==> src/rtl/alu_issue_if.sv <==
// Operand, ALU and result bundle between alu_issue_stage, its upstream/downstream
// neighbours and the external combinational ALU.
interface alu_issue_if;
   logic               in_valid;
   logic               in_ready;
   logic signed [31:0] in_a;
   logic signed [31:0] in_b;
   logic [2:0]         in_op;
   logic signed [31:0] alu_a;
   logic signed [31:0] alu_b;
   logic [2:0]         alu_op;
   logic [31:0]        alu_z;
   logic               alu_ex;
   logic               out_valid;
   logic               out_ready;
   logic [31:0]        out_z;
   logic               out_ex;
   logic [2:0]         out_op;
   logic               out_illegal;
   logic [15:0]        issued_cnt;

   modport slave (
      input  in_valid, in_a, in_b, in_op, alu_z, alu_ex, out_ready,
      output in_ready, alu_a, alu_b, alu_op, out_valid, out_z, out_ex, out_op,
             out_illegal, issued_cnt
   );

   modport master (
      output in_valid, in_a, in_b, in_op, alu_z, alu_ex, out_ready,
      input  in_ready, alu_a, alu_b, alu_op, out_valid, out_z, out_ex, out_op,
             out_illegal, issued_cnt
   );
endinterface

==> src/rtl/alu_issue_stage.sv <==
// Operand FIFO feeding an external combinational ALU, with a registered result
// stage; illegal opcodes bypass the ALU and are flagged on the output.
module alu_issue_stage #(
   parameter int DEPTH = 4
) (
   input logic        clk,
   input logic        rst_n,
   alu_issue_if.slave bus
);
   localparam int          AW   = $clog2(DEPTH);
   localparam logic [AW:0] LAST = (AW + 1)'(DEPTH - 1);
   localparam logic [AW:0] ONE  = (AW + 1)'(1);

   typedef enum logic [1:0] {EMPTY, PARTIAL, FULL} occ_t;

   occ_t               state;
   logic [AW:0]        count;
   logic [AW-1:0]      wr_ptr;
   logic [AW-1:0]      rd_ptr;
   logic               rdy_p0;
   logic signed [31:0] mem_a  [DEPTH];
   logic signed [31:0] mem_b  [DEPTH];
   logic [2:0]         mem_op [DEPTH];

   logic               vld_p1;
   logic [31:0]        z_p1;
   logic               ex_p1;
   logic [2:0]         op_p1;
   logic               ill_p1;
   logic [15:0]        cnt_p1;

   logic               push;
   logic               issue;
   logic               in_ready_c;
   logic               head_legal;

   function automatic logic is_legal(input logic [2:0] op);
      case (op)
         3'b000, 3'b001, 3'b010, 3'b110, 3'b111: is_legal = 1'b1;
         default:                                is_legal = 1'b0;
      endcase
   endfunction

   // Stage p0: FIFO head presented to the ALU, handshake decode
   always_comb begin
      issue      = (state != EMPTY) && (!vld_p1 || bus.out_ready);
      in_ready_c = rdy_p0 && ((state != FULL) || issue);
      push       = bus.in_valid && in_ready_c;
      bus.alu_a  = '0;
      bus.alu_b  = '0;
      bus.alu_op = '0;
      if (state != EMPTY) begin
         bus.alu_a  = mem_a[rd_ptr];
         bus.alu_b  = mem_b[rd_ptr];
         bus.alu_op = mem_op[rd_ptr];
      end
      head_legal = is_legal(bus.alu_op);
   end

   assign bus.in_ready = in_ready_c;

   always_ff @(posedge clk) begin
      if (push) begin
         mem_a[wr_ptr]  <= bus.in_a;
         mem_b[wr_ptr]  <= bus.in_b;
         mem_op[wr_ptr] <= bus.in_op;
      end
   end

   // Occupancy tracking, pointers and the p1 result register
   always_ff @(posedge clk or negedge rst_n) begin
      if (!rst_n) begin
         state  <= EMPTY;
         count  <= '0;
         wr_ptr <= '0;
         rd_ptr <= '0;
         rdy_p0 <= 1'b0;
         vld_p1 <= 1'b0;
         z_p1   <= '0;
         ex_p1  <= 1'b0;
         op_p1  <= '0;
         ill_p1 <= 1'b0;
         cnt_p1 <= '0;
      end else begin
         rdy_p0 <= 1'b1;
         if (push)  wr_ptr <= wr_ptr + 1'b1;
         if (issue) rd_ptr <= rd_ptr + 1'b1;

         case ({push, issue})
            2'b10: begin
               count <= count + 1'b1;
               state <= (count == LAST) ? FULL : PARTIAL;
            end
            2'b01: begin
               count <= count - 1'b1;
               state <= (count == ONE) ? EMPTY : PARTIAL;
            end
            default: ;
         endcase

         if (issue) begin
            vld_p1 <= 1'b1;
            op_p1  <= bus.alu_op;
            ill_p1 <= !head_legal;
            z_p1   <= head_legal ? bus.alu_z : 32'd0;
            ex_p1  <= head_legal ? bus.alu_ex : 1'b1;
            cnt_p1 <= cnt_p1 + 1'b1;
         end else if (bus.out_ready) begin
            vld_p1 <= 1'b0;
         end
      end
   end

   assign bus.out_valid   = vld_p1;
   assign bus.out_z       = z_p1;
   assign bus.out_ex      = ex_p1;
   assign bus.out_op      = op_p1;
   assign bus.out_illegal = ill_p1;
   assign bus.issued_cnt  = cnt_p1;
endmodule
==> src/flat_wrapper.sv <==
// flat-port wrapper written by rule: the top's interface ports become plain ports
module alu_issue_stage_flat 
#(
   parameter int DEPTH = 4
)
  (clk, rst_n, bus_in_valid, bus_in_a, bus_in_b, bus_in_op, bus_alu_z, bus_alu_ex, bus_out_ready, bus_in_ready, bus_alu_a, bus_alu_b, bus_alu_op, bus_out_valid, bus_out_z, bus_out_ex, bus_out_op, bus_out_illegal, bus_issued_cnt);
  alu_issue_if bus_i ();
  input logic clk;
  input logic rst_n;
  input wire logic [$bits(bus_i.in_valid)-1:0] bus_in_valid;
  input wire logic [$bits(bus_i.in_a)-1:0] bus_in_a;
  input wire logic [$bits(bus_i.in_b)-1:0] bus_in_b;
  input wire logic [$bits(bus_i.in_op)-1:0] bus_in_op;
  input wire logic [$bits(bus_i.alu_z)-1:0] bus_alu_z;
  input wire logic [$bits(bus_i.alu_ex)-1:0] bus_alu_ex;
  input wire logic [$bits(bus_i.out_ready)-1:0] bus_out_ready;
  output wire logic [$bits(bus_i.in_ready)-1:0] bus_in_ready;
  output wire logic [$bits(bus_i.alu_a)-1:0] bus_alu_a;
  output wire logic [$bits(bus_i.alu_b)-1:0] bus_alu_b;
  output wire logic [$bits(bus_i.alu_op)-1:0] bus_alu_op;
  output wire logic [$bits(bus_i.out_valid)-1:0] bus_out_valid;
  output wire logic [$bits(bus_i.out_z)-1:0] bus_out_z;
  output wire logic [$bits(bus_i.out_ex)-1:0] bus_out_ex;
  output wire logic [$bits(bus_i.out_op)-1:0] bus_out_op;
  output wire logic [$bits(bus_i.out_illegal)-1:0] bus_out_illegal;
  output wire logic [$bits(bus_i.issued_cnt)-1:0] bus_issued_cnt;
  assign bus_i.in_valid = bus_in_valid;
  assign bus_i.in_a = bus_in_a;
  assign bus_i.in_b = bus_in_b;
  assign bus_i.in_op = bus_in_op;
  assign bus_i.alu_z = bus_alu_z;
  assign bus_i.alu_ex = bus_alu_ex;
  assign bus_i.out_ready = bus_out_ready;
  assign bus_in_ready = bus_i.in_ready;
  assign bus_alu_a = bus_i.alu_a;
  assign bus_alu_b = bus_i.alu_b;
  assign bus_alu_op = bus_i.alu_op;
  assign bus_out_valid = bus_i.out_valid;
  assign bus_out_z = bus_i.out_z;
  assign bus_out_ex = bus_i.out_ex;
  assign bus_out_op = bus_i.out_op;
  assign bus_out_illegal = bus_i.out_illegal;
  assign bus_issued_cnt = bus_i.issued_cnt;
  alu_issue_stage #(.DEPTH(DEPTH)) u_core (.clk(clk), .rst_n(rst_n), .bus(bus_i));
endmodule
==> config.mk <==
export PLATFORM = sky130hd
export DESIGN_NAME = alu_issue_stage_flat
export DESIGN_NICKNAME = d
export VERILOG_FILES = /design/src/rtl/alu_issue_if.sv /design/src/rtl/alu_issue_stage.sv /design/src/flat_wrapper.sv
export SDC_FILE = /design/constraint.sdc
export NUM_CORES = 1
export LEC_CHECK = 0
export ABC_AREA = 1
export CORE_ASPECT_RATIO = 1.1
export CORE_MARGIN = 10
export CORE_UTILIZATION = 35
export CTS_BUF_LIST = sky130_fd_sc_hd__clkbuf_4
export DETAILED_ROUTE_END_ITERATION = 12
export PLACE_DENSITY_LB_ADDON = 0.1
export RECOVER_POWER = 50
export SYNTH_ARGS = -nofsm -noshare
export SYNTH_HDL_FRONTEND = slang
export SYNTH_SLANG_ARGS = --single-unit
export TNS_END_PERCENT = 10
==> constraint.sdc <==
create_clock -name clk -period 9.51 [get_ports clk]
set_input_delay 0.951 -clock clk [delete_from_list [all_inputs] [get_ports clk]]
set_output_delay 0.951 -clock clk [all_outputs]
set_load 0.1 [all_outputs]
==> results.cfg, run 1 <==
[outcome]
status = finished, violations left
violations = max-capacitance violations, max-slew violations

[sta]
slew_violations = 242
hold_viol_final = 0
setup_viol = 0
finalWorstSetupSlack_ns = 2.43
slew_headroom = -1.36
fmax_ghz = 0.141
rsz0062_at_grt = no
tns_ns = 0
worst_slew_pin_slew_ns = 3.53
fin_crit_sh = 0.744
final.min_clock_period_ns = 7.08
skew_ns = 0.0302

[critical_path]
critPathMaxFanout = 72
crit_type = reg2out
cp.arrival_ns = 6.13
endpoint_kind = output pin
required_ns = 8.56
critPathLaunchType = flip-flop
r2r_start = u_core.state[1]
reg2reg_slack_ns = 4.19
startpoint = u_core.rd_ptr[0]

[cts]
cts_made_buffers = 89
cts_max_level = 3
ctsResizeCount = 0
cts-root-buf = clkbuf_4
path_clk_slew_ns = 0.06
cts_buffer_depth = 3
clock_latency_ns = 0.74
cts_sinks = 332
cts_setup_buffers = 0
cts_tree = done
ctsHoldBuffers = 0

[synthesis]
ys_seq_area_frac = 0.719
syn_inst = 1136
synth_area_per_cell_sq_um = 11.8
synth_area_leaders = edfxtp_1 60%, dfrtp_1 12%, nor2_1 7.8%, o21ai_0 5.1%, nand2_1 3.5%
synth_cell_types = 33
yosysWarnings = 0
synth_area_sq_mm = 0.0134
yosys.area.top_type = edfxtp_1
synth-seq-cells = 332
synth_nets = 1251
yosysTopAreaCellShare = 0.599

[global_routing]
grt_usage = 0.149
grt_pass1_vias = 9428
antenna_found_initial = 5
grt_max_degree = 79
grt_pass1_wl_mm = 53.8
overflow = 0

[detailed_routing]
met3_length_mm = 2.70
vias = 9286
drc = 0
ant_nets = 0
wirelength_mm = 35.0
routed.top_layer = met5
vias_per_cell = 4.73
wl_per_cell_um = 17.8
dr.pass1.iters = 4
wl_met2_mm = 16.2
wl_met1_mm = 15.5
drt_iter0_drc = 561

[floorplanning]
die-width_um = 207
core_area_sq_mm = 0.0380
io_pins = 226
start_util = 0.353
row_count = 75
fp.dieArea_sq_mm = 0.0466
fp.dieH_um = 225

[place]
io_buffers = 225
dp_slack_ns = 4.66
place_congestion = 0.745
dp_hpwl_mm = 21.0

[final_layout]
fin_nets = 1516
fillers = 3552
area_growth_pct = 28.1
drive_gt1_frac = 0.122

[hold_path]
hold_path.class = reg2reg
min_from = u_core.bus.out_z[0]

[flow_run]
drv_cap = 5
[cell usage after synthesis (all sizes together)]
library cell and count:
nor2 283, edfxtp 268, o21ai 136, nand2 132, a21oi 67, dfrtp 64
nand3 50, buf 46, inv 32, clkbuf 17, ha 11, xor2 8
nand4 7, xnor2 6, nand3b 2, a21boi 1, a31oi 1, conb 1
nor3 1, o211ai 1, o21a 1, or2 1
[registers in the layout, summed over array words and instances, names as in the netlist]
name and flops:
u_core.bus.out_op 3, u_core.state 2, u_core.mem_op 12, u_core.bus.out_valid 1, u_core.bus.issued_cnt 16, u_core.mem_a 128
u_core.bus.out_ex 1, u_core.mem_b 128, u_core.wr_ptr 2, u_core.rdy_p0 1, u_core.bus.out_z 32, u_core.count 3
u_core.rd_ptr 2, u_core.bus.out_illegal 1
[worst max-delay path, cell delays in order, from the launching register on]
cell and delay [ns]:
dfrtp_4 0.85, clkinvlp_2 1.88, buf_4 0.96, o21ai_0 0.42, a21oi_1 0.12, clkdlybuf4s50_1 1.03
[per-stage QoR]
step,utilization,instances,hold WS [ns],instance area (sq um)
final,0.453,1965,0.475,17200
after global routing,0.452,1964,0.496,17200
after CTS,0.453,1962,0.343,17200
after detailed placement,0.423,1810,0.465,16100
after global placement,0.423,1810,0.461,16100
after floorplan,-,1136,0.475,13400
[cells in the final DEF, fill, tap and decap left out, types with 2 or more instances in the layout]
cell and instances:
ha_1 11, nand2_1 126, nand4_1 7, dfrtp_1 62
buf_4 9, nand3_1 40, xor2_1 8, clkinv_1 12
clkbuf_1 3, xnor2_1 6, clkdlybuf4s50_1 151, nand2_2 4
nand2_4 2, nor2_1 277, inv_2 5, bufinv_16 3
clkbuf_4 134, nor2_4 6, a21oi_1 66, diode_2 3
dlygate4sd3_1 73, nand3_2 10, edfxtp_1 268, inv_1 29
nand3b_1 2, o21ai_0 136
[final timing paths]
kind / endpoint / cells after the start
max reg2reg: u_core.mem_a[3][9] / 8
max: bus_alu_b[8] / 5
min: u_core.bus.out_z[0] / 2
min reg2reg: u_core.bus.out_z[0] / 2
min in group asynchronous: u_core.bus.issued_cnt[7] / 2
max in group asynchronous: u_core.rd_ptr[0] / 2
[logic make-up after synthesis]
kind of cell             count (synthesis)  synth area share
XOR/XNOR                                14           0.00913
AO/OA/AOI/OAI                          207            0.0781
adder cells (fa/ha/maj)                 11            0.0102
other                                    1          0.000279
flip-flops                             332             0.719
buffers and inverters                   95            0.0362
AND/OR/NAND/NOR                        476             0.148
[cell type report]
| class | instances | area [sq um] | area share |
|---|---|---|---|
| Sequential cell | 332 | 9650 | 0.561 |
| Tap cell | 500 | 626 | 0.0364 |
| Timing Repair Buffer | 237 | 2330 | 0.135 |
| Inverter | 32 | 121 | 0.00706 |
| Clock inverter | 18 | 146 | 0.00851 |
| Clock buffer | 134 | 1010 | 0.0585 |
| Antenna cell | 3 | 7.51 | 0.000437 |
| Multi-Input combinational cell | 709 | 3310 | 0.193 |
[metal layers]
metal / up-vias / track usage
met5: - / 0
met4: 2 / 0.0580
met3: 48 / 0.0473
met2: 284 / 0.235
met1: 4447 / 0.188
li1: 4505 / -
Power of run 1 is left out: the tool's default activity adds up to more than one toggle a clock period on the data nets, which glitch-free logic cannot reach.
==> run 2, diff against run 1 <==
==> constraint.sdc (replaced) <==
create_clock -name clk -period 6.8 [get_ports clk]
set_input_delay 0.68 -clock clk [delete_from_list [all_inputs] [get_ports clk]]
set_output_delay 0.68 -clock clk [all_outputs]
set_load 0.1 [all_outputs]
==> results.cfg, run 2 (same netlist as run 1, synthesis figures left out) <==
[sta]
fin_crit_sh = 0.747
finalWorstSetupSlack_ns = 1.72
setup_viol = 0
slew_violations = 130
tns_ns = 0
rsz0062_at_grt = no
slew_headroom = -1.35
fmax_ghz = 0.197
worst_slew_pin_slew_ns = 3.52
hold_viol_final = 0
skew_ns = 0.0422
final.min_clock_period_ns = 5.08

[final_layout]
layout_commonest_cell = nor2_1
drive_gt1_frac = 0.124
final_cells = 1968
final_cell_mix = 278 x nor2_1, 268 x edfxtp_1, 139 x clkdlybuf4s50_1, 136 x o21ai_0, 134 x clkbuf_4
final_area_sq_mm = 0.0172
fin_nets = 1514
area_growth_pct = 28.3

[floorplanning]
start_util = 0.353
die-width_um = 207
io_pins = 226
core_area_sq_mm = 0.0380
fp.dieArea_sq_mm = 0.0466
fp.dieH_um = 225
row_count = 75

[detailed_routing]
wl_per_cell_um = 18.0
ant_nets = 0
vias_per_cell = 4.70
wirelength_mm = 35.5
dr.pass1.iters = 5
vias = 9253
drc = 0
drt_iter0_drc = 467

[outcome]
violations = max-capacitance violations, max-slew violations
status = finished, violations left

[cts]
ctsHoldBuffers = 0
cts-root-buf = clkbuf_4
cts_setup_buffers = 0
cts_max_level = 3
cts_tree = done
ctsResizeCount = 0
cts_buffer_depth = 3
cts_sinks = 332
path_clk_slew_ns = 0.06
clock_latency_ns = 0.74
cts_made_buffers = 88

[flow_run]
drv_cap = 3

[critical_path]
crit_type = in2reg
endpoint_kind = flip-flop
critPathMaxFanout = 50
cp.arrival_ns = 5.42
required_ns = 7.14
critPathLaunchType = primary input

[global_routing]
grt_pass1_vias = 9521
grt_max_degree = 98
antenna_found_initial = 5
grt_pass1_wl_mm = 53.9
grt_usage = 0.149
overflow = 0

[place]
dp_hpwl_mm = 21.4
placed_area_sq_mm = 0.0161
io_buffers = 225
dp_slack_ns = 2.35
placed_cells = 1809
place_congestion = 0.718

[hold_path]
hold_path.class = reg2reg
[run 2: cell type report]
class                           instances  area (sq um)
Fill cell                            3506         20800
Sequential cell                       332          9650
Multi-Input combinational cell        709          3310
Timing Repair Buffer                  236          2330
Clock buffer                          134          1010
Tap cell                              500           626
Clock inverter                         22           178
Inverter                               32           123
Antenna cell                            3          7.51
[run 2: metrics by stage]
stage	utilization	hold slack, ns
3_3_place_gp	0.422	0.460
2_1_floorplan	-	0.384
6_report	0.453	0.471
4_1_cts	0.454	0.0721
3_5_place_dp	0.422	0.465
5_1_grt	0.453	0.442
[run 2: worst max-delay path, cell delays in order]
cell and delay (ns):
clkdlybuf4s50_1 0.46, inv_1 0.05, nand2_1 0.10, nand2_1 0.96, a31oi_1 0.61, nand2_1 0.36
nor2_1 1.36, buf_4 0.81
[run 2: path summary, 6_finish.rpt]
| path | cells after the start | slack, ns | startpoint | to |
|---|---|---|---|---|
| min | 2 | 0.47 | u_core.bus.out_z[4] | u_core.bus.out_z[4] |
| max reg2reg | 7 | 1.75 | u_core.state[0] | u_core.mem_a[2][17] |
| min reg2reg | 2 | 0.47 | u_core.bus.out_z[4] | u_core.bus.out_z[4] |
| max | 8 | 1.72 | bus_out_ready | u_core.mem_a[2][17] |
| max in group asynchronous | 2 | 3.06 | rst_n | u_core.rd_ptr[0] |
| min in group asynchronous | 2 | 1.25 | rst_n | u_core.bus.issued_cnt[2] |
[run 2: per-layer routing]
| metal | vias to the layer above | part of all wire | GRT usage | routed length (um) |
|---|---|---|---|---|
| met1 | 4439 | 0.44 | 0.184 | 15500 |
| met4 | 2 | 0.017 | 0.0568 | 621 |
| met2 | 263 | 0.47 | 0.241 | 16800 |
| met3 | 48 | 0.073 | 0.0446 | 2600 |
| met5 | - | 0.00034 | 0 | 12 |
| li1 | 4501 | - | - | - |
Power of run 2 is left out for the same reason.
